[config.mk]
export PLATFORM = sky130hd
export DESIGN_NAME = ysyx_23060075_csr_seq_flat
export DESIGN_NICKNAME = d
export VERILOG_FILES = /design/src/rtl/ysyx_23060075_csr_seq_pkg.sv /design/src/rtl/ysyx_23060075_csr_seq_if.sv /design/src/rtl/ysyx_23060075_register.sv /design/src/rtl/ysyx_23060075_csr_seq.sv /design/src/flat_wrapper.sv
export SDC_FILE = /design/constraint.sdc
export NUM_CORES = 1
export LEC_CHECK = 0
export ABC_AREA = 1
export BUFFER_PORTS_ARGS = -buffer_cell sky130_fd_sc_hd__buf_2
export CAP_MARGIN = 20
export CORE_ASPECT_RATIO = 1.2
export CORE_MARGIN = 5
export CORE_UTILIZATION = 57
export CTS_BUF_LIST = sky130_fd_sc_hd__clkbuf_8
export DETAILED_ROUTE_END_ITERATION = 7
export MAX_ROUTING_LAYER = met4
export PLACE_DENSITY = 0.93
export SLEW_MARGIN = 10
export SYNTH_ARGS = -nofsm -noshare
export SYNTH_HDL_FRONTEND = slang
export SYNTH_SLANG_ARGS = --single-unit
[constraint.sdc]
create_clock -name clk_i -period 2.1 [get_ports clk_i]
set_clock_uncertainty 0.05 [all_clocks]
set_input_delay 0.21 -clock clk_i [delete_from_list [all_inputs] [get_ports clk_i]]
set_output_delay 0.21 -clock clk_i [all_outputs]
set_load 0.03 [all_outputs]
[src/rtl/ysyx_23060075_csr_seq_pkg.sv]
// Shared constants for the CSR access sequencer: CSR addresses, mstatus bit positions, op and state encodings.
// Defining YSYX_23060075_TRAP_MSTATUS_EN adds the mstatus save/restore states to the trap sequences.
package ysyx_23060075_csr_seq_pkg;

    localparam logic [11:0] CSR_MSTATUS = 12'h300;
    localparam logic [11:0] CSR_MTVEC   = 12'h305;
    localparam logic [11:0] CSR_MEPC    = 12'h341;
    localparam logic [11:0] CSR_MCAUSE  = 12'h342;

    localparam int MSTATUS_MIE    = 3;
    localparam int MSTATUS_MPIE   = 7;
    localparam int MSTATUS_MPP_LO = 11;
    localparam int MSTATUS_MPP_HI = 12;

    typedef enum logic [2:0] {
        OP_CSRRW = 3'd0,
        OP_CSRRS = 3'd1,
        OP_CSRRC = 3'd2,
        OP_ECALL = 3'd3,
        OP_MRET  = 3'd4
    } csr_op_e;

`ifdef YSYX_23060075_TRAP_MSTATUS_EN
    typedef enum logic [3:0] {
        S_IDLE,
        S_EXEC,
        S_T_EPC,
        S_T_CAUSE,
        S_T_STAT,
        S_T_VEC,
        S_M_STAT,
        S_M_EPC,
        S_RESP
    } csr_state_e;
`else
    typedef enum logic [3:0] {
        S_IDLE,
        S_EXEC,
        S_T_EPC,
        S_T_CAUSE,
        S_T_VEC,
        S_M_EPC,
        S_RESP
    } csr_state_e;
`endif

endpackage

[src/rtl/ysyx_23060075_csr_seq_if.sv]
// Request/response handshake between the execute stage (master) and the CSR sequencer (slave).
interface ysyx_23060075_csr_seq_if #(
    parameter int ISA_WIDTH      = 32,
    parameter int CSR_ADDR_WIDTH = 12
);
    logic                      req_valid;
    logic                      req_ready;
    logic [2:0]                req_op;
    logic [CSR_ADDR_WIDTH-1:0] req_addr;
    logic [ISA_WIDTH-1:0]      req_src;
    logic                      req_src_zero;
    logic [ISA_WIDTH-1:0]      req_pc;
    logic                      rsp_valid;
    logic                      rsp_ready;
    logic [ISA_WIDTH-1:0]      rsp_rdata;
    logic                      rsp_jump;
    logic [ISA_WIDTH-1:0]      rsp_npc;

    modport master (
        output req_valid, req_op, req_addr, req_src, req_src_zero, req_pc, rsp_ready,
        input  req_ready, rsp_valid, rsp_rdata, rsp_jump, rsp_npc
    );

    modport slave (
        input  req_valid, req_op, req_addr, req_src, req_src_zero, req_pc, rsp_ready,
        output req_ready, rsp_valid, rsp_rdata, rsp_jump, rsp_npc
    );
endinterface

[src/rtl/ysyx_23060075_register.sv]
// Generic enable-gated register with asynchronous active-low reset to a fixed value.
module ysyx_23060075_register #(
    parameter int               WIDTH     = 1,
    parameter logic [WIDTH-1:0] RESET_VAL = '0
) (
    input  logic             clk_i,
    input  logic             rst_ni,
    input  logic             wen_i,
    input  logic [WIDTH-1:0] d_i,
    output logic [WIDTH-1:0] q_o
);

    always_ff @(posedge clk_i or negedge rst_ni) begin
        if (!rst_ni) begin
            q_o <= RESET_VAL;
        end else if (wen_i) begin
            q_o <= d_i;
        end
    end

endmodule

[src/rtl/ysyx_23060075_csr_seq.sv]
// CSR access sequencer: runs Zicsr read/modify/write and ECALL/MRET trap sequences over a single-port CSR file.
// Optional mstatus save/restore states are enabled by YSYX_23060075_TRAP_MSTATUS_EN.
module ysyx_23060075_csr_seq
    import ysyx_23060075_csr_seq_pkg::*;
#(
    parameter int ISA_WIDTH      = 32,
    parameter int CSR_ADDR_WIDTH = 12,
    parameter int ECALL_CAUSE    = 11
) (
    input  logic                      clk_i,
    input  logic                      rst_ni,
    ysyx_23060075_csr_seq_if.slave    bus,
    output logic [CSR_ADDR_WIDTH-1:0] csr_addr_o,
    output logic [ISA_WIDTH-1:0]      csr_w_o,
    output logic                      csr_w_en_o,
    input  logic [ISA_WIDTH-1:0]      csr_r_i
);

    localparam int REQ_W = 3 + CSR_ADDR_WIDTH + 1 + 2 * ISA_WIDTH;

    csr_state_e                state_q;
    logic                      accept;
    logic [REQ_W-1:0]          req_q;
    logic [2:0]                op_q;
    logic [CSR_ADDR_WIDTH-1:0] addr_q;
    logic [ISA_WIDTH-1:0]      src_q;
    logic                      src_zero_q;
    logic [ISA_WIDTH-1:0]      pc_q;
    logic                      rdata_wen;
    logic [ISA_WIDTH-1:0]      rdata_d;
    logic [ISA_WIDTH-1:0]      rdata_q;
    logic                      jmp_wen;
    logic [ISA_WIDTH:0]        jmp_d;
    logic [ISA_WIDTH:0]        jmp_q;

`ifdef YSYX_23060075_TRAP_MSTATUS_EN
    function automatic logic [ISA_WIDTH-1:0] trap_mstatus(input logic [ISA_WIDTH-1:0] s);
        logic [ISA_WIDTH-1:0] r;
        r = s;
        r[MSTATUS_MPIE] = s[MSTATUS_MIE];
        r[MSTATUS_MIE] = 1'b0;
        r[MSTATUS_MPP_HI:MSTATUS_MPP_LO] = 2'b11;
        return r;
    endfunction

    function automatic logic [ISA_WIDTH-1:0] mret_mstatus(input logic [ISA_WIDTH-1:0] s);
        logic [ISA_WIDTH-1:0] r;
        r = s;
        r[MSTATUS_MIE] = s[MSTATUS_MPIE];
        r[MSTATUS_MPIE] = 1'b1;
        r[MSTATUS_MPP_HI:MSTATUS_MPP_LO] = 2'b00;
        return r;
    endfunction
`endif

    assign accept = bus.req_valid && (state_q == S_IDLE);

    ysyx_23060075_register #(.WIDTH(REQ_W), .RESET_VAL('0)) u_req_reg (
        .clk_i (clk_i),
        .rst_ni(rst_ni),
        .wen_i (accept),
        .d_i   ({bus.req_op, bus.req_addr, bus.req_src, bus.req_src_zero, bus.req_pc}),
        .q_o   (req_q)
    );

    assign {op_q, addr_q, src_q, src_zero_q, pc_q} = req_q;

    // Response fields are cleared on acceptance so reserved ops and CSR ops never leak a stale jump target.
    always_comb begin
        rdata_wen = accept || (state_q == S_EXEC);
        rdata_d   = (state_q == S_EXEC) ? csr_r_i : '0;
        jmp_wen   = accept || (state_q == S_T_VEC) || (state_q == S_M_EPC);
        jmp_d     = ((state_q == S_T_VEC) || (state_q == S_M_EPC)) ? {1'b1, csr_r_i} : '0;
    end

    ysyx_23060075_register #(.WIDTH(ISA_WIDTH), .RESET_VAL('0)) u_rdata_reg (
        .clk_i (clk_i),
        .rst_ni(rst_ni),
        .wen_i (rdata_wen),
        .d_i   (rdata_d),
        .q_o   (rdata_q)
    );

    ysyx_23060075_register #(.WIDTH(ISA_WIDTH + 1), .RESET_VAL('0)) u_jmp_reg (
        .clk_i (clk_i),
        .rst_ni(rst_ni),
        .wen_i (jmp_wen),
        .d_i   (jmp_d),
        .q_o   (jmp_q)
    );

    assign bus.req_ready = (state_q == S_IDLE);
    assign bus.rsp_valid = (state_q == S_RESP);
    assign bus.rsp_rdata = rdata_q;
    assign bus.rsp_jump  = jmp_q[ISA_WIDTH];
    assign bus.rsp_npc   = jmp_q[ISA_WIDTH-1:0];

    always_ff @(posedge clk_i or negedge rst_ni) begin
        if (!rst_ni) begin
            state_q <= S_IDLE;
        end else begin
            case (state_q)
                S_IDLE: begin
                    if (bus.req_valid) begin
                        case (bus.req_op)
                            OP_CSRRW, OP_CSRRS, OP_CSRRC: state_q <= S_EXEC;
                            OP_ECALL:                     state_q <= S_T_EPC;
`ifdef YSYX_23060075_TRAP_MSTATUS_EN
                            OP_MRET:                      state_q <= S_M_STAT;
`else
                            OP_MRET:                      state_q <= S_M_EPC;
`endif
                            default:                      state_q <= S_RESP;
                        endcase
                    end
                end
                S_EXEC:    state_q <= S_RESP;
                S_T_EPC:   state_q <= S_T_CAUSE;
`ifdef YSYX_23060075_TRAP_MSTATUS_EN
                S_T_CAUSE: state_q <= S_T_STAT;
                S_T_STAT:  state_q <= S_T_VEC;
                S_M_STAT:  state_q <= S_M_EPC;
`else
                S_T_CAUSE: state_q <= S_T_VEC;
`endif
                S_T_VEC:   state_q <= S_RESP;
                S_M_EPC:   state_q <= S_RESP;
                S_RESP: begin
                    if (bus.rsp_ready) begin
                        state_q <= S_IDLE;
                    end
                end
                default:   state_q <= S_IDLE;
            endcase
        end
    end

    // CSR file drive depends only on the state and latched request; the RMW data folds in the live read.
    always_comb begin
        csr_addr_o = '0;
        csr_w_o    = '0;
        csr_w_en_o = 1'b0;
        case (state_q)
            S_EXEC: begin
                csr_addr_o = addr_q;
                case (op_q)
                    OP_CSRRW: begin
                        csr_w_o    = src_q;
                        csr_w_en_o = 1'b1;
                    end
                    OP_CSRRS: begin
                        csr_w_o    = csr_r_i | src_q;
                        csr_w_en_o = !src_zero_q;
                    end
                    OP_CSRRC: begin
                        csr_w_o    = csr_r_i & ~src_q;
                        csr_w_en_o = !src_zero_q;
                    end
                    default: ;
                endcase
            end
            S_T_EPC: begin
                csr_addr_o = CSR_ADDR_WIDTH'(CSR_MEPC);
                csr_w_o    = pc_q;
                csr_w_en_o = 1'b1;
            end
            S_T_CAUSE: begin
                csr_addr_o = CSR_ADDR_WIDTH'(CSR_MCAUSE);
                csr_w_o    = ISA_WIDTH'(ECALL_CAUSE);
                csr_w_en_o = 1'b1;
            end
`ifdef YSYX_23060075_TRAP_MSTATUS_EN
            S_T_STAT: begin
                csr_addr_o = CSR_ADDR_WIDTH'(CSR_MSTATUS);
                csr_w_o    = trap_mstatus(csr_r_i);
                csr_w_en_o = 1'b1;
            end
            S_M_STAT: begin
                csr_addr_o = CSR_ADDR_WIDTH'(CSR_MSTATUS);
                csr_w_o    = mret_mstatus(csr_r_i);
                csr_w_en_o = 1'b1;
            end
`endif
            S_T_VEC: csr_addr_o = CSR_ADDR_WIDTH'(CSR_MTVEC);
            S_M_EPC: csr_addr_o = CSR_ADDR_WIDTH'(CSR_MEPC);
            default: ;
        endcase
    end

endmodule

[src/flat_wrapper.sv]
// flat-port wrapper written by rule: the top's interface ports become plain ports
module ysyx_23060075_csr_seq_flat import ysyx_23060075_csr_seq_pkg::*;
#(
    parameter int ISA_WIDTH      = 32,
    parameter int CSR_ADDR_WIDTH = 12,
    parameter int ECALL_CAUSE    = 11
)
  (clk_i, rst_ni, csr_addr_o, csr_w_o, csr_w_en_o, csr_r_i, bus_req_valid, bus_req_op, bus_req_addr, bus_req_src, bus_req_src_zero, bus_req_pc, bus_rsp_ready, bus_req_ready, bus_rsp_valid, bus_rsp_rdata, bus_rsp_jump, bus_rsp_npc);
  ysyx_23060075_csr_seq_if #(.ISA_WIDTH(ISA_WIDTH), .CSR_ADDR_WIDTH(CSR_ADDR_WIDTH)) bus_i ();
  input  logic clk_i;
  input  logic rst_ni;
  output logic [CSR_ADDR_WIDTH-1:0] csr_addr_o;
  output logic [ISA_WIDTH-1:0] csr_w_o;
  output logic csr_w_en_o;
  input  logic [ISA_WIDTH-1:0] csr_r_i;
  input wire logic [$bits(bus_i.req_valid)-1:0] bus_req_valid;
  input wire logic [$bits(bus_i.req_op)-1:0] bus_req_op;
  input wire logic [$bits(bus_i.req_addr)-1:0] bus_req_addr;
  input wire logic [$bits(bus_i.req_src)-1:0] bus_req_src;
  input wire logic [$bits(bus_i.req_src_zero)-1:0] bus_req_src_zero;
  input wire logic [$bits(bus_i.req_pc)-1:0] bus_req_pc;
  input wire logic [$bits(bus_i.rsp_ready)-1:0] bus_rsp_ready;
  output wire logic [$bits(bus_i.req_ready)-1:0] bus_req_ready;
  output wire logic [$bits(bus_i.rsp_valid)-1:0] bus_rsp_valid;
  output wire logic [$bits(bus_i.rsp_rdata)-1:0] bus_rsp_rdata;
  output wire logic [$bits(bus_i.rsp_jump)-1:0] bus_rsp_jump;
  output wire logic [$bits(bus_i.rsp_npc)-1:0] bus_rsp_npc;
  assign bus_i.req_valid = bus_req_valid;
  assign bus_i.req_op = bus_req_op;
  assign bus_i.req_addr = bus_req_addr;
  assign bus_i.req_src = bus_req_src;
  assign bus_i.req_src_zero = bus_req_src_zero;
  assign bus_i.req_pc = bus_req_pc;
  assign bus_i.rsp_ready = bus_rsp_ready;
  assign bus_req_ready = bus_i.req_ready;
  assign bus_rsp_valid = bus_i.rsp_valid;
  assign bus_rsp_rdata = bus_i.rsp_rdata;
  assign bus_rsp_jump = bus_i.rsp_jump;
  assign bus_rsp_npc = bus_i.rsp_npc;
  ysyx_23060075_csr_seq #(.ISA_WIDTH(ISA_WIDTH), .CSR_ADDR_WIDTH(CSR_ADDR_WIDTH), .ECALL_CAUSE(ECALL_CAUSE)) u_core (.clk_i(clk_i), .rst_ni(rst_ni), .bus(bus_i), .csr_addr_o(csr_addr_o), .csr_w_o(csr_w_o), .csr_w_en_o(csr_w_en_o), .csr_r_i(csr_r_i));
endmodule
Yosys cells after proc, flatten, opt, wreduce, memory -nomap -nowiden --
Cells that the tools add are included.
Storage, ports and cells: flip-flop bits (word level) 149, latch bits 0, memory bits (writable) 0, ROM bits 0, output and inout bits 112, logic and storage cells 47, memories kept 0
Operators by class: add/sub/neg operators 0, $mul 0, div/mod/pow operators 0, $lt $le $gt $ge 0, equality and inequality tests 14, shift-type cells 0, mux-type cells 11, bitwise operators 3, reductions and logical operators 15
Operators by type and width (count):
- $pmux W32 S3 | 2
- $pmux W12 S4 | 1
- $mux W33 | 1
- $and A32 B32 Y32 | 1
- $mux W32 | 1
- $not A32 Y32 | 1
- $or A32 B32 Y32 | 1
- $pmux W4 S5 | 1
- $eq A4 B3 Y1 const B | 3
- $eq A3 B2 Y1 const B | 3
- $pmux W3 S3 | 1
- $eq A4 B2 Y1 const B | 2
- $mux W4 | 2
- $eq A3 B1 Y1 const B | 2
- $logic_not A3 Y1 | 2
- $reduce_or A2 Y1 | 3
- $reduce_or A3 Y1 | 2
- $eq A4 B1 Y1 const B | 1
- $logic_not A4 Y1 | 1
- $logic_or A1 B1 Y1 | 4
- $ne A2 B2 Y1 const B | 2
- $pmux W1 S2 | 2
- $eq A3 B3 Y1 const B | 1
- $reduce_and A2 Y1 | 1
- other kinds (2) | 2

Logic depth before layout (Yosys ltp) --
Gate-level depths: netlist (run 1).
word-level depth 5, depth in mapped cells 10, depth with buffers taken out 7

Modules after synthesis --
Synthesis (run 1) repeated with hierarchy kept, for this count alone.
Second synthesis, totals: cell total of the unflattened synthesis 1152, area, all modules 8005.2 sq um
Modules (own cells, without submodules):
- ysyx_23060075_register (u_core.u_req_reg) | times used 1, cells each 338, area each 3052.9 sq um, sequential area each 2001.9 sq um
- ysyx_23060075_csr_seq | times used 1, cells each 538, area each 2354.8 sq um, sequential area each 75.1 sq um
- ysyx_23060075_register (u_core.u_jmp_reg) | times used 1, cells each 140, area each 1305.0 sq um, sequential area each 825.8 sq um
- ysyx_23060075_register (u_core.u_rdata_reg) | times used 1, cells each 136, area each 1292.5 sq um, sequential area each 800.8 sq um

Worst setup path before layout (run 1) --
OpenSTA, ideal clock, no wires.
kind register to output, from reg u_core.u_req_reg.q_o[79], to out csr_w_en_o, arrival 1509 ps, path slack 331 ps, stages on the path, launching flop included 6, path through dfrtp_1 > inv_1 > buf_2 > buf_1 > a21oi_1 > a21oi_1
Between the ends: longest elaborated chain between the ends 4, elaborated cells on any way between the ends 6, classes of those cells eq/ne: 2; mux: 2; reduce/logical: 2
RTL lines:
- start, declared | line ysyx_23060075_register.sv:10 | output logic [WIDTH-1:0] q_o
- start signal, assigned | line ysyx_23060075_register.sv:17 | q_o <= d_i;
- $eq A3 B1 Y1 / $eq A3 B2 Y1 (equally long branches) | line ysyx_23060075_csr_seq.sv:146 | case (op_q)
- $reduce_or A2 Y1 (no source line)
- $pmux W1 S2 * | line ysyx_23060075_csr_seq.sv:146
- $pmux W1 S2 * | line ysyx_23060075_csr_seq.sv:143 | case (state_q)
- end, declared | line flat_wrapper.sv:14 | output logic csr_w_en_o;
Every way passes the cells marked *; elsewhere a longest branch is shown, timed or not.

Worst setup path after layout (run 1) --
from reg u_core.u_req_reg.q_o[77], to out csr_w_o[17]
Between the ends: longest elaborated chain between the ends 3, elaborated cells on any way between the ends 5, classes of those cells eq/ne: 2; mux: 2; reduce/logical: 1
RTL lines:
- $eq A3 B2 Y1, or another cell as far along | line ysyx_23060075_csr_seq.sv:146
- $pmux W32 S3 * | line ysyx_23060075_csr_seq.sv:146
- $pmux W32 S3 * | line ysyx_23060075_csr_seq.sv:143
- end, declared | line flat_wrapper.sv:13 | output logic [ISA_WIDTH-1:0] csr_w_o;
Marks and branches as above.

==> metrics.txt, run 1 <==
# TYPE chip_impl_metric gauge
chip_impl_info{name="worstHoldStart",value="bus_req_op[1]"} 1
chip_impl_metric{name="fp.coreArea",unit="sq mm"} 0.0127
chip_impl_metric{name="postSynthNetCount",unit=""} 1086
chip_impl_metric{name="portion_of_the_clock_cycle_consumed_by_the_worst_path_in_the_final_layout",unit="%"} 110
chip_impl_metric{name="placed_cell_area",unit="sq mm"} 0.00866
chip_impl_info{name="critPathLaunch",value="u_core.u_req_reg.q_o[77]"} 1
chip_impl_metric{name="routed_via_density",unit=""} 6.33
chip_impl_info{name="critical_path_class",value="flip-flop to output port"} 1
chip_impl_metric{name="routedWlPerCell",unit="um"} 21.9
chip_impl_info{name="top_signal_layer_used",value="met4"} 1
chip_impl_metric{name="first_pass_iters",unit=""} 8
chip_impl_metric{name="antenna_found_initial",unit=""} 1
chip_impl_info{name="highest_count_cells_in_the_layout_ignoring_fill_and_taps",value="nand2_1, buf_2, nand3_1"} 1
chip_impl_metric{name="layout.cell_area.non_filler",unit="sq mm"} 0.0107
chip_impl_metric{name="cts-root-to-sink-buffers",unit=""} 2
chip_impl_metric{name="max_freq",unit="MHz"} 433
chip_impl_info{name="violations_in_the_final_reports",value="design-rule violations, negative setup slack"} 1
chip_impl_metric{name="regToRegSetupSlack",unit="ps"} 110
chip_impl_metric{name="seq_area_frac_synth",unit="%"} 50.3
chip_impl_metric{name="port_buffers",unit=""} 227
chip_impl_metric{name="drt_first_iter_violations",unit=""} 1602
chip_impl_metric{name="die_area",unit="sq mm"} 0.0153
chip_impl_info{name="clock_tree_from_tritoncts",value="yes"} 1
chip_impl_metric{name="ys_ff_latch",unit=""} 148
chip_impl_metric{name="synthToLayoutAreaGrowth",unit="%"} 45.6
chip_impl_metric{name="syn-instance-count",unit=""} 970
chip_impl_metric{name="cts_sinks",unit=""} 148
chip_impl_metric{name="cap_violations",unit=""} 0
chip_impl_metric{name="ant_nets",unit=""} 0
chip_impl_info{name="hold_end",value="u_core.u_req_reg.q_o[78]"} 1
chip_impl_metric{name="placed_cells",unit=""} 1315
chip_impl_metric{name="worst_slew_pin_slew",unit="ps"} 503
chip_impl_metric{name="syn-mean-instance-area",unit="sq um"} 7.58
chip_impl_metric{name="setup_viol",unit=""} 33
chip_impl_metric{name="total_cts_buffers",unit=""} 17
chip_impl_metric{name="final-instance-count-excl-fill",unit=""} 1446
chip_impl_metric{name="critical_path_arrival",unit="ps"} 2050
chip_impl_metric{name="pin_count_of_the_biggest_net_entering_global_routing",unit=""} 102
chip_impl_info{name="path_cells",value="inv_2 -> nor2_4 -> buf_12 -> nand3_1 -> nand3_2 -> nand2_1 -> nand2_1 -> buf_6"} 1
chip_impl_metric{name="ir_drop",unit="mV"} 0.957
chip_impl_metric{name="groute.usage.overall",unit="%"} 35.9
chip_impl_metric{name="netlist_area",unit="sq mm"} 0.00736
chip_impl_info{name="r2r-start",value="u_core.state_q[0]"} 1
chip_impl_metric{name="io_pins",unit=""} 228
chip_impl_metric{name="hold_path_cell_cnt",unit=""} 3
chip_impl_metric{name="layout_setup_ws",unit="ps"} -211
chip_impl_metric{name="final_max_slew_viol_count",unit=""} 0
chip_impl_metric{name="placementRows",unit=""} 45
chip_impl_metric{name="power.density",unit="mW/mm^2"} 1600
chip_impl_metric{name="global_route_wire_length_before_repair",unit="um"} 41700
chip_impl_metric{name="wirelength",unit="um"} 31700
chip_impl_metric{name="grt_remaining_overflow",unit=""} 0
chip_impl_metric{name="post-place-ws",unit="ps"} 260
chip_impl_metric{name="clock_h_tree_levels",unit=""} 4
chip_impl_info{name="cp-end-kind",value="output port"} 1
chip_impl_metric{name="post_synth_num_cell_types",unit=""} 22
chip_impl_metric{name="path_max_fanout",unit=""} 8
chip_impl_metric{name="maxSlewHeadroom",unit="%"} 66.5
chip_impl_metric{name="route.met2.wl",unit="um"} 14500
chip_impl_metric{name="number_of_cell_instances_on_the_worst_register_to_register_path",unit=""} 9
chip_impl_info{name="cts.root.buffer_cell",value="clkbuf_8"} 1
chip_impl_metric{name="routed-via-count",unit=""} 9149
chip_impl_metric{name="detailroute.wirelength.met3",unit="um"} 4150
chip_impl_metric{name="detail_route.wirelength.met1",unit="um"} 10200
chip_impl_metric{name="clock_insertion_delay_worst_skew",unit="ps"} 460
chip_impl_info{name="most_common_library_cell_in_the_layout_ignoring_fill_and_taps",value="nand2_1"} 1
chip_impl_metric{name="power_leakage",unit="nW"} 5.68
chip_impl_metric{name="dieWidth",unit="um"} 114
chip_impl_info{name="start_kind",value="flip-flop"} 1
chip_impl_info{name="unrepaired_setup_endpoints_after_global_routing",value="yes"} 1
chip_impl_metric{name="worst_setup_hold_path_clk_slew",unit="ps"} 100
chip_impl_metric{name="req_time_crit_path",unit="ps"} 1840
chip_impl_metric{name="floorplan.die.height",unit="um"} 134
chip_impl_info{name="timing.hold.worst.class",value="input pin to flip-flop"} 1
chip_impl_metric{name="postSynth.asyncResetShare",unit="%"} 100
chip_impl_metric{name="fin_util",unit="%"} 84.6
chip_impl_info{name="crit_top_cell",value="nand2_1"} 1
chip_impl_metric{name="final_layout_size_suffix_gt1_share",unit="%"} 32.5
chip_impl_metric{name="grt_pass1_vias",unit=""} 8156
chip_impl_metric{name="final_nets",unit=""} 1384
chip_impl_info{name="crit-reg2reg-capture",value="u_core.u_req_reg.q_o[43]"} 1
chip_impl_info{name="cpMaxStageDelayCell",value="dfrtp_2"} 1
chip_impl_metric{name="crit_path_max_incr_delay",unit="ps"} 470
chip_impl_info{name="dominantRegCellSynth",value="dfrtp_1"} 1
chip_impl_info{name="status",value="finished with violations"} 1
chip_impl_metric{name="period_needed",unit="ps"} 2310
chip_impl_metric{name="totalNegativeSetupSlack",unit="ps"} -3540
chip_impl_metric{name="synth-warning-count",unit=""} 0
chip_impl_metric{name="hold_slack",unit="ps"} 15.8
chip_impl_metric{name="report.power.total",unit="mW"} 17.1
chip_impl_metric{name="gp_congestion",unit=""} 0.905
chip_impl_metric{name="initial_utilization",unit="%"} 58.1
chip_impl_metric{name="place.detailed.hpwl",unit="um"} 15300
chip_impl_metric{name="final_number_of_hold_violating_endpoints",unit=""} 0
chip_impl_metric{name="synth_enable_flop_cells",unit=""} 0
chip_impl_metric{name="post-route-drc-count",unit=""} 20
-- sequential cells by signal, indices dropped and copies added (netlist names) --
| register | flops |
|---|---|
| u_core.u_rdata_reg.q_o | 32 |
| u_core.u_jmp_reg.q_o | 33 |
| u_core.state_q | 3 |
| u_core.u_req_reg.q_o | 80 |
-- cells in the mapped netlist, types with 2 or more instances --
library cell / n / share of area [%]
a21oi_1: 5 / 0.34
buf_1: 4 / 0.20
buf_2: 35 / 2.4
buf_6: 7 / 1.1
clkbuf_1: 17 / 0.87
dfrtp_1: 148 / 50
inv_1: 81 / 4.1
inv_2: 4 / 0.20
nand2_1: 289 / 15
nand2_2: 10 / 0.85
nand3_1: 198 / 13
nor2_1: 48 / 2.4
nor2_4: 2 / 0.31
nor3_1: 2 / 0.14
o21ai_0: 111 / 7.6
o21ai_1: 3 / 0.20
-- cell type report --
type                            instances  area [sq um]
Inverter                               86           335
Multi-Input combinational cell        671          3360
Tap cell                              164           205
Antenna cell                            1          2.50
Fill cell                             621          1960
Clock buffer                           18           248
Timing Repair Buffer                  344          2710
Sequential cell                       148          3710
Clock inverter                         14           140
-- worst max path at each step --
stage | depth (start not counted) | end | slack [ps]
floorplan | 5 | csr_w_en_o | 330
global placement | 8 | csr_w_o[5] | 310
detailed placement | 6 | u_core.u_rdata_reg.q_o[21] | 260
CTS | 7 | csr_w_o[25] | 0.7
global route | 8 | csr_w_o[10] | -270
finish | 8 | csr_w_o[17] | -210
-- worst max-delay path, delay by kind of cell (launching register included) --
| kind | cells | cell delay, ps |
|---|---|---|
| buffers and inverters | 3 | 390 |
| flip-flops | 1 | 470 |
| AND/OR/NAND/NOR | 5 | 710 |
-- what timing repair did --
item | in CTS | in global routing
endpoints found under the setup margin | 41 | 38
buffers inserted | 6 | 6
hold endpoints to repair | 124 | 0
hold buffers | 79 | 0
pin swaps | 1 | 56
gates resized for setup | 27 | 164
gates cloned | 0 | 7
-- layer usage --
layer,up-vias,track usage [%]
met1,4103,43.5
met4,0,21.7
met2,971,56.1
li1,3717,-
met5,-,-
met3,358,6.09
-- report_power, final --
group          internal (mW)  switching, mW
sequential              4.09           1.02
clock                   1.00           1.28
combinational           3.33           6.41
total                   8.43           8.70
-- logic make-up after synthesis --
kind of cell | synth area share (%)
simple gates | 32.3
buf+inv | 9.25
flops | 50.3
compound gates | 8.10
Note: power is estimated with default switching activity, not from simulation.
==> run 2: changes to the inputs <==
- TNS_END_PERCENT: default -> 30
==> metrics.txt, run 2 (same netlist as run 1, synthesis figures left out) <==
# TYPE chip_impl_metric gauge
chip_impl_metric{name="power_leakage",unit="nW"} 5.67
chip_impl_metric{name="layout_setup_ws",unit="ps"} -149
chip_impl_metric{name="final_nets",unit=""} 1384
chip_impl_info{name="crit_top_cell",value="nand2_1"} 1
chip_impl_info{name="status",value="finished with violations"} 1
chip_impl_info{name="reg.largest.list",value="u_core.u_req_reg.q_o (80), u_core.u_jmp_reg.q_o (33), u_core.u_rdata_reg.q_o (32)"} 1
chip_impl_metric{name="first_pass_iters",unit=""} 8
chip_impl_metric{name="sw_frac_of_total",unit="%"} 50.7
chip_impl_metric{name="initial_utilization",unit="%"} 58.1
chip_impl_metric{name="multi_input_combinational_cell_area",unit="sq mm"} 0.00333
chip_impl_metric{name="ir_drop",unit="mV"} 0.909
chip_impl_metric{name="global_route_wire_length_before_repair",unit="um"} 41700
chip_impl_info{name="highest_count_cells_in_the_layout_ignoring_fill_and_taps",value="nand2_1, buf_2, nand3_1"} 1
chip_impl_metric{name="total_cts_buffers",unit=""} 17
chip_impl_metric{name="drt_first_iter_violations",unit=""} 1864
chip_impl_metric{name="crit_path_max_incr_delay",unit="ps"} 460
chip_impl_metric{name="place.detailed.hpwl",unit="um"} 15300
chip_impl_metric{name="worst_setup_hold_path_clk_slew",unit="ps"} 100
chip_impl_metric{name="req_time_crit_path",unit="ps"} 1840
chip_impl_metric{name="final_layout_size_suffix_gt1_share",unit="%"} 31.9
chip_impl_metric{name="final_max_slew_viol_count",unit=""} 0
chip_impl_metric{name="clkPwrFrac",unit="%"} 13.3
chip_impl_metric{name="period_needed",unit="ps"} 2250
chip_impl_metric{name="final_number_of_hold_violating_endpoints",unit=""} 0
chip_impl_metric{name="sequentialPowerShare",unit="%"} 29.8
chip_impl_info{name="unrepaired_setup_endpoints_after_global_routing",value="yes"} 1
chip_impl_metric{name="maxSlewHeadroom",unit="%"} 67.0
chip_impl_info{name="timing.hold.worst.class",value="input pin to flip-flop"} 1
chip_impl_metric{name="wirelength",unit="um"} 31700
chip_impl_info{name="most_common_library_cell_in_the_layout_ignoring_fill_and_taps",value="nand2_1"} 1
chip_impl_metric{name="floorplan.die.height",unit="um"} 134
chip_impl_info{name="cpMaxStageDelayCell",value="dfrtp_2"} 1
chip_impl_metric{name="hold_slack",unit="ps"} 5.79
chip_impl_metric{name="totalNegativeSetupSlack",unit="ps"} -2400
chip_impl_metric{name="cts_sinks",unit=""} 148
chip_impl_metric{name="antenna_cells",unit=""} 0
chip_impl_metric{name="placementRows",unit=""} 45
chip_impl_metric{name="intPower",unit="mW"} 8.42
chip_impl_info{name="violations_in_the_final_reports",value="design-rule violations, negative setup slack"} 1
chip_impl_metric{name="grt_remaining_overflow",unit=""} 0
chip_impl_info{name="critical_path_class",value="flip-flop to output port"} 1
chip_impl_info{name="path_cells",value="inv_2 -> nor2_4 -> buf_12 -> nand3_1 -> nand3_2 -> nand2_1 -> nand2_1 -> buf_6"} 1
chip_impl_metric{name="clock_h_tree_levels",unit=""} 4
chip_impl_metric{name="port_buffers",unit=""} 227
chip_impl_info{name="cts.root.buffer_cell",value="clkbuf_8"} 1
chip_impl_metric{name="io_pins",unit=""} 228
chip_impl_metric{name="timing.critical_path.buf_inv",unit=""} 3
chip_impl_metric{name="area.sequential",unit="sq mm"} 0.00371
chip_impl_metric{name="portion_of_the_clock_cycle_consumed_by_the_worst_path_in_the_final_layout",unit="%"} 107
chip_impl_info{name="clock_tree_from_tritoncts",value="yes"} 1
chip_impl_info{name="cp-end-kind",value="output port"} 1
chip_impl_metric{name="die_area",unit="sq mm"} 0.0153
chip_impl_metric{name="ant_nets",unit=""} 0
chip_impl_metric{name="post-route-drc-count",unit=""} 55
chip_impl_metric{name="path_max_fanout",unit=""} 8
chip_impl_metric{name="grt_pass1_vias",unit=""} 8163
chip_impl_info{name="max_flop_register",value="u_core.u_req_reg.q_o"} 1
chip_impl_metric{name="clock_insertion_delay_worst_skew",unit="ps"} 450
chip_impl_metric{name="synthToLayoutAreaGrowth",unit="%"} 45.2
chip_impl_metric{name="fin_util",unit="%"} 84.3
chip_impl_metric{name="power.density",unit="mW/mm^2"} 1600
chip_impl_metric{name="fp.coreArea",unit="sq mm"} 0.0127
chip_impl_metric{name="cts-root-to-sink-buffers",unit=""} 2
chip_impl_metric{name="comb_power_share",unit="%"} 56.9
chip_impl_metric{name="dieWidth",unit="um"} 114
chip_impl_metric{name="groute.usage.overall",unit="%"} 35.9
chip_impl_metric{name="critical_path_arrival",unit="ps"} 1990
chip_impl_metric{name="flip_flop_count_of_the_largest_register_after_layout",unit=""} 80
chip_impl_metric{name="max_freq",unit="MHz"} 445
chip_impl_metric{name="gp_congestion",unit=""} 0.905
chip_impl_metric{name="cap_violations",unit=""} 0
chip_impl_metric{name="worst_slew_pin_slew",unit="ps"} 495
chip_impl_metric{name="routed-via-count",unit=""} 9064
chip_impl_metric{name="setup_viol",unit=""} 33
chip_impl_metric{name="pin_count_of_the_biggest_net_entering_global_routing",unit=""} 102
chip_impl_info{name="critical-path-top-delay-family",value="simple AND/OR/NAND/NOR gates"} 1
chip_impl_metric{name="net-switching-power",unit="mW"} 8.65
chip_impl_metric{name="routed_via_density",unit=""} 6.27
chip_impl_metric{name="antenna_found_initial",unit=""} 0
chip_impl_metric{name="routedWlPerCell",unit="um"} 21.9
chip_impl_metric{name="fillCellCount",unit=""} 624
chip_impl_info{name="start_kind",value="flip-flop"} 1
run 2: through the flow:
| stage | std cells | power, mW | setup WS (ps) | cell area [sq um] |
|---|---|---|---|---|
| after floorplan | 970 | 10.1 | 331 | 7360 |
| after global placement | 1315 | 12.1 | 311 | 8660 |
| after detailed placement | 1315 | 12.3 | 260 | 8660 |
| after CTS | 1432 | 14.9 | 0.656 | 9950 |
| after global routing | 1445 | 17.8 | -259 | 10700 |
| final | 1445 | 17.1 | -149 | 10700 |
run 2: power groups by stage:
stage | combinational, mW | sequential (mW) | clock (mW)
floorplan | 4.42 | 5.65 | 0
global placement | 7.18 | 4.87 | 0
detailed placement | 7.40 | 4.93 | 0
CTS | 7.78 | 4.85 | 2.21
global route | 10.2 | 5.16 | 2.39
finish | 9.72 | 5.09 | 2.27
run 2: cell type report:
| class | count | area share [%] |
|---|---|---|
| Multi-Input combinational cell | 671 | 31.2 |
| Tap cell | 164 | 1.92 |
| Clock buffer | 18 | 2.32 |
| Clock inverter | 14 | 1.31 |
| Inverter | 86 | 3.14 |
| Sequential cell | 148 | 34.7 |
| Timing Repair Buffer | 344 | 25.4 |
run 2: path summary, 6_finish.rpt:
| kind | from | end | cells past startpoint | slack [ps] |
|---|---|---|---|---|
| min in group asynchronous | rst_ni | u_core.u_req_reg.q_o[21] | 2 | 210 |
| setup reg to reg | u_core.state_q[1] | u_core.u_req_reg.q_o[72] | 9 | 90 |
| max in group asynchronous | rst_ni | u_core.u_rdata_reg.q_o[18] | 3 | 1080 |
| hold / removal | bus_req_op[1] | u_core.u_req_reg.q_o[78] | 3 | 6 |
| setup / recovery | u_core.u_req_reg.q_o[77] | csr_w_o[17] | 8 | -150 |
| hold reg to reg | u_core.u_jmp_reg.q_o[32] | u_core.u_jmp_reg.q_o[32] | 2 | 450 |
run 2: worst min-delay path, cell delays in order:
cell     delay (ps)
buf_2           100
inv_1            60
o21ai_0          90
run 2: routing by layer:
layer  vias to the layer above  global-route usage (%)  wire (um)
met3                       323                    6.14       4030
met4                         0                    21.7       3020
met2                       984                    56.2      14400
met1                      4043                    43.3      10200
met5                         -                       -          0
li1                       3714                       -          -
run 2: timing repair:
action | 4_1_cts | 5_1_grt
gates cloned | 0 | 7
endpoints found under the setup margin | 41 | 38
buffers inserted | 6 | 6
gates resized for setup | 27 | 157
endpoints found under the hold margin | 124 | 0
hold buffers | 79 | 0
pin swaps | 1 | 52
==> run 3: changes to the inputs <==
- CORE_UTILIZATION: 57 -> 56
- CTS_BUF_LIST: sky130_fd_sc_hd__clkbuf_8 -> default
- PLACE_DENSITY: 0.93 -> 0.91
==> metrics.txt, run 3 (same netlist as run 1, synthesis figures left out) <==
# TYPE chip_impl_metric gauge
chip_impl_metric{name="place.detailed.hpwl",unit="um"} 15500
chip_impl_metric{name="cap_violations",unit=""} 0
chip_impl_info{name="highest_count_cells_in_the_layout_ignoring_fill_and_taps",value="nand2_1, buf_2, nand3_1"} 1
chip_impl_metric{name="max_freq",unit="MHz"} 458
chip_impl_metric{name="pin_count_of_the_biggest_net_entering_global_routing",unit=""} 73
chip_impl_metric{name="worst_slew_pin_slew",unit="ps"} 467
chip_impl_metric{name="synthToLayoutAreaGrowth",unit="%"} 44.1
chip_impl_metric{name="first_pass_iters",unit=""} 7
chip_impl_metric{name="crit_path_max_incr_delay",unit="ps"} 450
chip_impl_metric{name="antenna_cells",unit=""} 0
chip_impl_metric{name="grt_pass1_vias",unit=""} 7602
chip_impl_info{name="unrepaired_setup_endpoints_after_global_routing",value="yes"} 1
chip_impl_metric{name="req_time_crit_path",unit="ps"} 1840
chip_impl_metric{name="antenna_found_initial",unit=""} 0
chip_impl_metric{name="placementRows",unit=""} 45
chip_impl_metric{name="routedWlPerCell",unit="um"} 19.6
chip_impl_metric{name="total_cts_buffers",unit=""} 17
chip_impl_info{name="hold_end",value="u_core.u_req_reg.q_o[53]"} 1
chip_impl_info{name="path_cells",value="buf_4 -> nor2_4 -> buf_6 -> nand3_1 -> nand3_2 -> nand2_1 -> nand2_1 -> buf_6"} 1
chip_impl_metric{name="maxSlewHeadroom",unit="%"} 68.9
chip_impl_metric{name="flip_flop_count_of_the_largest_register_after_layout",unit=""} 80
chip_impl_metric{name="regToRegSetupSlack",unit="ps"} 230
chip_impl_metric{name="floorplan.die.height",unit="um"} 136
chip_impl_metric{name="portion_of_the_clock_cycle_consumed_by_the_worst_path_in_the_final_layout",unit="%"} 104
chip_impl_info{name="r2r-start",value="u_core.state_q[1]"} 1
chip_impl_metric{name="io_pins",unit=""} 228
chip_impl_metric{name="dieWidth",unit="um"} 115
chip_impl_metric{name="ir_drop",unit="mV"} 0.935
chip_impl_metric{name="period_needed",unit="ps"} 2180
chip_impl_metric{name="hold_path_cell_cnt",unit=""} 3
chip_impl_metric{name="grt_remaining_overflow",unit=""} 0
chip_impl_metric{name="cts_sinks",unit=""} 148
chip_impl_info{name="timing.hold.worst.class",value="input pin to flip-flop"} 1
chip_impl_info{name="most_common_library_cell_in_the_layout_ignoring_fill_and_taps",value="nand2_1"} 1
chip_impl_metric{name="final_layout_size_suffix_gt1_share",unit="%"} 28.9
chip_impl_info{name="clock_tree_from_tritoncts",value="yes"} 1
chip_impl_metric{name="wirelength",unit="um"} 28200
chip_impl_metric{name="clock_insertion_delay_worst_skew",unit="ps"} 420
chip_impl_info{name="cpMaxStageDelayCell",value="dfrtp_2"} 1
chip_impl_metric{name="number_of_cell_instances_on_the_worst_register_to_register_path",unit=""} 9
chip_impl_info{name="cts.root.buffer_cell",value="clkbuf_16"} 1
chip_impl_info{name="crit-reg2reg-capture",value="u_core.u_req_reg.q_o[49]"} 1
chip_impl_metric{name="fp.coreArea",unit="sq mm"} 0.0128
chip_impl_metric{name="post-place-ws",unit="ps"} 327
chip_impl_metric{name="gp_congestion",unit=""} 0.939
chip_impl_metric{name="routed_via_density",unit=""} 5.95
chip_impl_metric{name="fin_util",unit="%"} 82.9
chip_impl_metric{name="power_leakage",unit="nW"} 5.70
chip_impl_metric{name="setup_viol",unit=""} 11
chip_impl_metric{name="routed-via-count",unit=""} 8556
chip_impl_metric{name="drt_first_iter_violations",unit=""} 1155
chip_impl_info{name="worstHoldStart",value="bus_req_src[20]"} 1
chip_impl_metric{name="final_max_slew_viol_count",unit=""} 0
chip_impl_info{name="reg.largest.list",value="u_core.u_req_reg.q_o (80), u_core.u_jmp_reg.q_o (33), u_core.u_rdata_reg.q_o (32)"} 1
chip_impl_info{name="critical_path_class",value="flip-flop to output port"} 1
chip_impl_info{name="cp-end-kind",value="output port"} 1
chip_impl_metric{name="global_route_wire_length_before_repair",unit="um"} 38400
chip_impl_info{name="violations_in_the_final_reports",value="negative setup slack"} 1
chip_impl_metric{name="final_nets",unit=""} 1378
chip_impl_metric{name="path_max_fanout",unit=""} 11
chip_impl_info{name="max_flop_register",value="u_core.u_req_reg.q_o"} 1
chip_impl_info{name="start_kind",value="flip-flop"} 1
chip_impl_metric{name="groute.usage.overall",unit="%"} 32.3
chip_impl_metric{name="post-route-drc-count",unit=""} 0
chip_impl_metric{name="die_area",unit="sq mm"} 0.0155
chip_impl_metric{name="clock_h_tree_levels",unit=""} 4
chip_impl_metric{name="critical_path_arrival",unit="ps"} 1920
chip_impl_metric{name="cts-root-to-sink-buffers",unit=""} 2
chip_impl_metric{name="initial_utilization",unit="%"} 57.6
chip_impl_metric{name="layout_setup_ws",unit="ps"} -82.1
chip_impl_metric{name="power.density",unit="mW/mm^2"} 1610
chip_impl_metric{name="worst_setup_hold_path_clk_slew",unit="ps"} 60
chip_impl_metric{name="final_number_of_hold_violating_endpoints",unit=""} 0
chip_impl_info{name="status",value="finished with violations"} 1
chip_impl_metric{name="ant_nets",unit=""} 0
chip_impl_metric{name="port_buffers",unit=""} 227
[run 3: cell count changes in the layout (fill, tap and decap cells not counted), moves of 2 or more]
cell,before,now
nand3_2,48,27
nand3_1,149,169
clkbuf_16,5,22
clkbuf_8,18,1
nand2_1,257,273
nand2_2,42,26
buf_12,14,10
dlygate4sd3_1,79,75
buf_4,14,17
clkbuf_1,0,2
inv_8,3,1
[run 3: stage by stage]
step	power, mW	setup TNS (ps)	cells	hold WS, ps	instance area, sq um
2_1_floorplan	10.1	0	970	-136	7360
3_3_place_gp	12.1	0	1317	123	8630
3_5_place_dp	12.3	0	1317	125	8630
4_1_cts	15.5	0	1428	0.843	10000
5_1_grt	18.0	-1540	1439	-10.8	10600
6_report	17.1	-373	1439	0.343	10600
[run 3: final cells by class]
type                       instances  area (sq um)
sequential                       148          3710
multi-input combinational        671          3190
timing repair buffer             338          2590
fill                             692          2180
clock buffer                      20           447
inverter                          86           328
tap                              164           205
clock inverter                    12           121
[run 3: worst max path at each step]
| stage | startpoint | end | slack [ps] | cells past startpoint |
|---|---|---|---|---|
| finish | u_core.u_req_reg.q_o[77] | csr_w_o[13] | -80 | 8 |
| global route | u_core.u_req_reg.q_o[77] | csr_w_o[13] | -130 | 8 |
| CTS | u_core.u_req_reg.q_o[77] | csr_w_o[23] | 2 | 7 |
| detailed placement | u_core.state_q[0] | csr_addr_o[0] | 330 | 8 |
| global placement | u_core.state_q[1] | csr_w_o[22] | 340 | 8 |
| floorplan | u_core.u_req_reg.q_o[79] | csr_w_en_o | 330 | 5 |
[run 3: what timing repair did]
item | in CTS | in global routing
setup endpoints to repair | 39 | 34
hold buffers | 75 | 0
gates resized for setup | 10 | 154
hold endpoints to repair | 120 | 0
pin swaps | 0 | 16
gates cloned | 1 | 7
buffers inserted | 3 | 4
[run 3: metal layers]
metal  GRT usage (%)  vias to the layer above  part of all wire, %
met4            14.2                        0                  5.9
met2            51.8                      723                   48
met5               -                        -                    0
met1            40.6                     3947                   35
li1                -                     3697                    -
met3            5.18                      189                   11
[run 3: power breakdown]
group          internal, mW  leakage, nW  total, mW  switching [mW]
sequential             4.10         1.87       5.00           0.895
combinational          3.15         3.57       9.14            5.99
clock                  1.69        0.270       2.97            1.28
[run 3: critical path, delay by kind of cell, from the launching register on]
kind | cells | cell delay [ps]
buf+inv | 3 | 480
simple gates | 5 | 560
flops | 1 | 450
